$ cat src/rtl/const.sv
// Shared slot-bus constants: register indices, CTRL/STATUS bit positions and
// the slot handshake state.
package mmio_pkg;
  localparam logic [3:0] REG_CTRL     = 4'd0;
  localparam logic [3:0] REG_STATUS   = 4'd1;
  localparam logic [3:0] REG_COUNT_LO = 4'd2;
  localparam logic [3:0] REG_COUNT_HI = 4'd3;
  localparam logic [3:0] REG_CMP_LO   = 4'd4;
  localparam logic [3:0] REG_CMP_HI   = 4'd5;
  localparam logic [3:0] REG_PRESCALE = 4'd6;

  localparam int CTRL_EN     = 0;
  localparam int CTRL_CLR    = 1;
  localparam int CTRL_IRQ_EN = 2;
  localparam int CTRL_AR     = 3;
  localparam int STAT_MATCH  = 0;
  localparam int STAT_RUN    = 1;

  typedef enum logic {S_IDLE, S_RESP} slot_state_e;
endpackage

$ cat src/rtl/mmio_prescaler.sv
// Prescaler: counts up to the programmed value and emits a one-cycle tick,
// then wraps to 0. Sync clear wins over counting.
module mmio_prescaler #(
  parameter int PRESCALE_W = 16
) (
  input  logic                  clk,
  input  logic                  arst_n,
  input  logic                  en,
  input  logic                  clr,
  input  logic [PRESCALE_W-1:0] prescale,
  output logic                  tick
);
  logic [PRESCALE_W-1:0] cnt;

  assign tick = en && (cnt == prescale);

  always_ff @(posedge clk or negedge arst_n) begin
    if (!arst_n)    cnt <= '0;
    else if (clr)   cnt <= '0;
    else if (tick)  cnt <= '0;
    else if (en)    cnt <= cnt + PRESCALE_W'(1);
  end
endmodule

$ cat src/rtl/mmio_timer_core.sv
// Slot-0 MMIO timer: single-cycle slot command decode, register file, 64-bit
// counter with compare/auto-reload, and a level interrupt on match.
module mmio_timer_core
  import mmio_pkg::*;
#(
  parameter int                    PRESCALE_W   = 16,
  parameter logic [PRESCALE_W-1:0] RST_PRESCALE = '0
) (
  input  logic        clk,
  input  logic        arst_n,
  input  logic        cs,
  input  logic        read,
  input  logic        write,
  input  logic [3:0]  reg_addr,
  input  logic [31:0] wr_data,
  output logic [31:0] rd_data,
  output logic        wr_done,
  output logic        rd_done,
  output logic        idle,
  output logic        slave_error,
  output logic        decode_error,
  output logic        irq
);
  slot_state_e state, state_nxt;

  logic                  ctrl_en, ctrl_irq_en, ctrl_ar, match;
  logic [63:0]           counter, cmp;
  logic [31:0]           snap, rd_val;
  logic [PRESCALE_W-1:0] prescale;
  logic                  tick, tick_eff;
  logic                  sel, both, acc_wr, acc_rd, mapped, wr_illegal;
  logic                  wr_ok, rd_ok, clr_wr, w1c;

  assign idle   = (state == S_IDLE);
  assign sel    = cs && idle && (read || write);
  assign both   = read && write;
  assign acc_wr = sel && write && !read;
  assign acc_rd = sel && read && !write;
  assign mapped = (reg_addr <= REG_PRESCALE);

  assign wr_illegal = acc_wr && ((reg_addr == REG_COUNT_LO) || (reg_addr == REG_COUNT_HI) ||
                                 ((reg_addr == REG_STATUS) && (wr_data == 32'h2)));
  assign wr_ok    = acc_wr && mapped && !wr_illegal;
  assign rd_ok    = acc_rd && mapped;
  assign clr_wr   = wr_ok && (reg_addr == REG_CTRL) && wr_data[CTRL_CLR];
  assign w1c      = wr_ok && (reg_addr == REG_STATUS) && wr_data[STAT_MATCH];
  // A clear in the same cycle discards the tick entirely.
  assign tick_eff = tick && !clr_wr;
  assign irq      = match && ctrl_irq_en;

  mmio_prescaler #(.PRESCALE_W(PRESCALE_W)) u_presc (
    .clk      (clk),
    .arst_n   (arst_n),
    .en       (ctrl_en),
    .clr      (clr_wr),
    .prescale (prescale),
    .tick     (tick)
  );

  always_comb begin
    state_nxt = state;
    case (state)
      S_IDLE: if (sel) state_nxt = S_RESP;
      S_RESP: state_nxt = S_IDLE;
      default: state_nxt = S_IDLE;
    endcase
  end

  always_comb begin
    rd_val = '0;
    case (reg_addr)
      REG_CTRL:     rd_val = {28'b0, ctrl_ar, ctrl_irq_en, 1'b0, ctrl_en};
      REG_STATUS:   rd_val = {30'b0, ctrl_en, match};
      REG_COUNT_LO: rd_val = counter[31:0];
      REG_COUNT_HI: rd_val = snap;
      REG_CMP_LO:   rd_val = cmp[31:0];
      REG_CMP_HI:   rd_val = cmp[63:32];
      REG_PRESCALE: rd_val = 32'(prescale);
      default:      rd_val = '0;
    endcase
  end

  always_ff @(posedge clk or negedge arst_n) begin
    if (!arst_n) begin
      state        <= S_IDLE;
      rd_data      <= '0;
      wr_done      <= 1'b0;
      rd_done      <= 1'b0;
      slave_error  <= 1'b0;
      decode_error <= 1'b0;
      snap         <= '0;
    end else begin
      state        <= state_nxt;
      wr_done      <= wr_ok;
      rd_done      <= rd_ok;
      slave_error  <= sel && (both || wr_illegal);
      decode_error <= sel && !both && !mapped;
      if (rd_ok) rd_data <= rd_val;
      if (rd_ok && (reg_addr == REG_COUNT_LO)) snap <= counter[63:32];
    end
  end

  always_ff @(posedge clk or negedge arst_n) begin
    if (!arst_n) begin
      ctrl_en     <= 1'b0;
      ctrl_irq_en <= 1'b0;
      ctrl_ar     <= 1'b0;
      cmp         <= '1;
      prescale    <= RST_PRESCALE;
    end else if (wr_ok) begin
      case (reg_addr)
        REG_CTRL: begin
          ctrl_en     <= wr_data[CTRL_EN];
          ctrl_irq_en <= wr_data[CTRL_IRQ_EN];
          ctrl_ar     <= wr_data[CTRL_AR];
        end
        REG_CMP_LO:   cmp[31:0]  <= wr_data;
        REG_CMP_HI:   cmp[63:32] <= wr_data;
        REG_PRESCALE: prescale   <= wr_data[PRESCALE_W-1:0];
        default: ;
      endcase
    end
  end

  // Match compares the pre-update count; setting it beats a same-cycle W1C.
  always_ff @(posedge clk or negedge arst_n) begin
    if (!arst_n) begin
      counter <= '0;
      match   <= 1'b0;
    end else begin
      if (clr_wr)        counter <= '0;
      else if (tick_eff) counter <= (ctrl_ar && (counter == cmp)) ? 64'd0 : counter + 64'd1;
      if (tick_eff && (counter == cmp)) match <= 1'b1;
      else if (w1c)                     match <= 1'b0;
    end
  end
endmodule
$ cat config.mk
export PLATFORM = sky130hd
export DESIGN_NAME = mmio_timer_core
export DESIGN_NICKNAME = d
export VERILOG_FILES = /design/src/rtl/const.sv /design/src/rtl/mmio_prescaler.sv /design/src/rtl/mmio_timer_core.sv
export SDC_FILE = /design/constraint.sdc
export NUM_CORES = 1
export LEC_CHECK = 0
export ABC_CLOCK_PERIOD_IN_PS = 8500
export CORE_AREA = 2 2 177 179
export DETAILED_ROUTE_END_ITERATION = 8
export DIE_AREA = 0 0 179 181
export GPL_TIMING_DRIVEN = 0
export RECOVER_POWER = 25
export SLEW_MARGIN = 5
export SYNTH_ARGS = -nofsm -noshare
export SYNTH_HDL_FRONTEND = slang
export SYNTH_HIERARCHICAL = 1
export SYNTH_SLANG_ARGS = --single-unit
export TNS_END_PERCENT = 30
$ cat constraint.sdc
create_clock -name clk -period 8.5 [get_ports clk]
set_input_delay 0.85 -clock clk [delete_from_list [all_inputs] [get_ports clk]]
set_output_delay 0.85 -clock clk [all_outputs]
set_load 0.03 [all_outputs]
==> results.toml <==
[run_status]
status = "finished, violations left"
violations = "max-capacitance violations, max-slew violations"

[timing]
hold_viol_final = 0
fin_crit_sh_pct = 44.5
tightestPinTransition_ns = 3.58
slew_violations = 65
setup_violations = 0
skew_ns = 0.0288
period_minus_slack_ns = 3.78
max_freq_mhz = 265
maxSlewHeadroom_pct = -139
rsz0062_at_grt = "no"
hold_ws_ns = 0.473
setup_tns_ns = 0

[global_routing]
grt_pass1_wl_mm = 54.1
grt_max_degree = 90
grt_usage_pct = 21.9
antenna_found_initial = 0
grt_pass1_vias = 8949
grt_overflow = 0

[final_layout]
syn2layout_area_growth_pct = 18.7
final_cell_mix = "169 x dfrtp_1, 110 x mux2_2, 110 x xnor2_1, 90 x nand2_1, 83 x nor2_1"
instances_no_fill = 1620
n_antenna_cell = 0
drive_gt1_share_pct = 22.9
nets = 1246
mostFrequentLayoutCell = "dfrtp_1"
fin_util_pct = 46.9

[setup_path]
crit_path_cell_trace = "xor2_1 -> nor4_1 -> nand2_1 -> nor4_2 -> buf_4 -> nand4_1 -> nor3_1 -> and4_1 -> or4b_1 -> a22oi_1 -> a31o_2"
path_buf_inv = 1
worstSetupStartpointType = "flip-flop"
cp-end-kind = "flip-flop"
cp_top_family = "simple AND/OR/NAND/NOR gates"
crit_slowest_cell = "nor3_1"
cp.arrival_ns = 4.26
cpPeakStageDelay_ns = 0.54
required_ns = 8.98
critPathMaxFanout = 12
criticalPathCategory = "flip-flop to flip-flop"

[synth]
synth_edf_count = 0
syn_avg_cell_area_um2 = 10.9
yosysWarnings = 6
syn_area_um2 = 12000
yosys.cell_types.count = 65
synth-seq-area-share_pct = 49.3
ys_seq_elements = 233
synth_cells = 1095
synth-main-ff-cell = "dfrtp_1"
syn_nets = 1138
async_flop_share_pct = 100

[cts]
cts-htree-levels = 1
post_cts_buffers = 0
ctsResizeCount = 0
cts_tree = "done"
cts_hold_buf = 0
cts_num_sinks = 233
cts_buffers = 27
clk_latency_ns = 0.55
cts_buffer_depth = 3
root_buffer = "clkbuf_16"
clkTransAtPathRegs_ns = 0.06

[pwr]
power_leakage_uw = 0.00588
finalPower_uw = 2720
p_per_area_nw_per_um2 = 191
ir_drop_v = 0.000177

[route]
dr.pass1.iters = 5
routed_wl_mm = 35.2
via_per_inst = 5.55
initialDrtViolationCount = 718
antenna_left = 0
vias = 8995
drc = 0
routedWlPerCell_um = 21.7

[place]
io_buffers = 77
place_congestion = 0.918
place_hpwl_mm = 26.2
place_inst = 1570

[job]
cap_viol_max_count = 1

[floorplan]
die_height_um = 181
core_area_um2 = 30300
start_util_pct = 39.5
die_width_um = 179
dieArea_um2 = 32400
rows = 64
boundaryPins = 79

[worst_hold_path]
hold_class = "flip-flop to flip-flop"
## metrics by stage
step	setup slack, ns	instance area, um2
after global routing	4.28	14200
final	4.72	14200
after detailed placement	4.41	13300
after global placement	-3.63	13200
after CTS	4.75	14200
after floorplan	5.55	12000
## power by group
| part | leakage [uW] | total [uW] | switching [uW] | internal (uW) |
|---|---|---|---|---|
| registers | 0.00296 | 1240 | 67.2 | 1170 |
| logic | 0.00247 | 265 | 151 | 115 |
| clock network | 0.000447 | 1210 | 473 | 742 |
## layout make-up
type,count,area [um2]
fill,2872,16100
sequential,233,5910
multi-input combinational,773,5650
timing repair buffer,79,820
clock buffer,38,757
tap,396,495
buffer,69,340
clock inverter,12,171
inverter,20,75.1
## worst reg2reg max path, stage by stage (launching register included)
cell and delay (ns):
dfrtp_1 0.48, xor2_1 0.21, nor4_1 0.28, nand2_1 0.10
nor4_2 0.37, buf_4 0.29, nand4_1 0.26, nor3_1 0.54
and4_1 0.44, or4b_1 0.47, a22oi_1 0.18, a31o_2 0.13
## per-layer routing
layer | share of wire [%] | global-route usage (%) | up-vias
met5 | 0 | 0 | -
met4 | 2.7 | 5.98 | 0
met3 | 5.2 | 3.18 | 51
met2 | 46 | 34.0 | 257
met1 | 46 | 32.0 | 4545
li1 | - | - | 4142
## state kept, by name, indices dropped and copies added, names as in the netlist
register / count
cmp: 64
counter: 64
ctrl_ar: 1
ctrl_en: 1
ctrl_irq_en: 1
decode_error: 1
match: 1
prescale: 16
rd_data: 32
rd_done: 1
slave_error: 1
snap: 32
state: 1
u_presc/cnt: 16
wr_done: 1
## cells by family after synthesis
| logic type | after synthesis | synth area share [%] |
|---|---|---|
| fa+ha+maj | 2 | 0.209 |
| mux | 135 | 12.5 |
| flops | 233 | 49.3 |
| xor+xnor | 147 | 10.7 |
| compound gates | 128 | 7.45 |
| buf+inv | 89 | 3.47 |
| simple gates | 361 | 16.3 |
## cells in the mapped netlist (2+ instances only)
master / count / area [um2]
dfrtp_1: 169 / 4230
mux2_2: 110 / 1240
xnor2_1: 110 / 963
nand2_1: 90 / 338
nor2_1: 83 / 312
dfstp_2: 64 / 1680
nand4_1: 44 / 275
o21ai_0: 38 / 190
xor2_1: 37 / 324
clkbuf_1: 33 / 124
nand3_1: 28 / 140
nor4_1: 28 / 175
a21oi_1: 23 / 115
nor3_1: 23 / 115
mux2i_1: 21 / 210
buf_2: 20 / 100
inv_1: 20 / 75.1
a222oi_1: 17 / 170
a21o_1: 16 / 120
a221oi_1: 15 / 131
and4_1: 11 / 96.3
buf_4: 8 / 60.1
nor4_2: 8 / 100
and3_1: 7 / 43.8
nor3b_1: 5 / 37.5
and2_1: 4 / 25.0
mux2_1: 4 / 45.0
nand4_2: 4 / 50.1
nor2b_1: 4 / 25.0
buf_6: 3 / 33.8
clkbuf_2: 3 / 15.0
o31ai_1: 3 / 22.5
a22o_1: 2 / 17.5
a22oi_1: 2 / 15.0
and4b_1: 2 / 20.0
buf_1: 2 / 7.51
ha_1: 2 / 25.0
nor3_2: 2 / 20.0
nor4b_2: 2 / 30.0
o211ai_1: 2 / 15.0
or2_2: 2 / 12.5
## final timing paths
| path | startpoint | endpoint | slack (ns) | depth (start not counted) |
|---|---|---|---|---|
| max in group asynchronous | arst_n | cmp[50]$_DFFE_PN1P_ | 4.93 | 3 |
| max reg2reg | u_presc/cnt[0]$_DFFE_PN0P_ | counter[36]$_DFFE_PN0P_ | 4.72 | 11 |
| max | u_presc/cnt[0]$_DFFE_PN0P_ | counter[36]$_DFFE_PN0P_ | 4.72 | 11 |
| min in group asynchronous | arst_n | u_presc/cnt[1]$_DFFE_PN0P_ | 1.54 | 1 |
| min | rd_data[18]$_DFFE_PN0P_ | rd_data[18]$_DFFE_PN0P_ | 0.47 | 1 |
| min reg2reg | rd_data[18]$_DFFE_PN0P_ | rd_data[18]$_DFFE_PN0P_ | 0.47 | 1 |
Power figures use the tool's default switching activity.
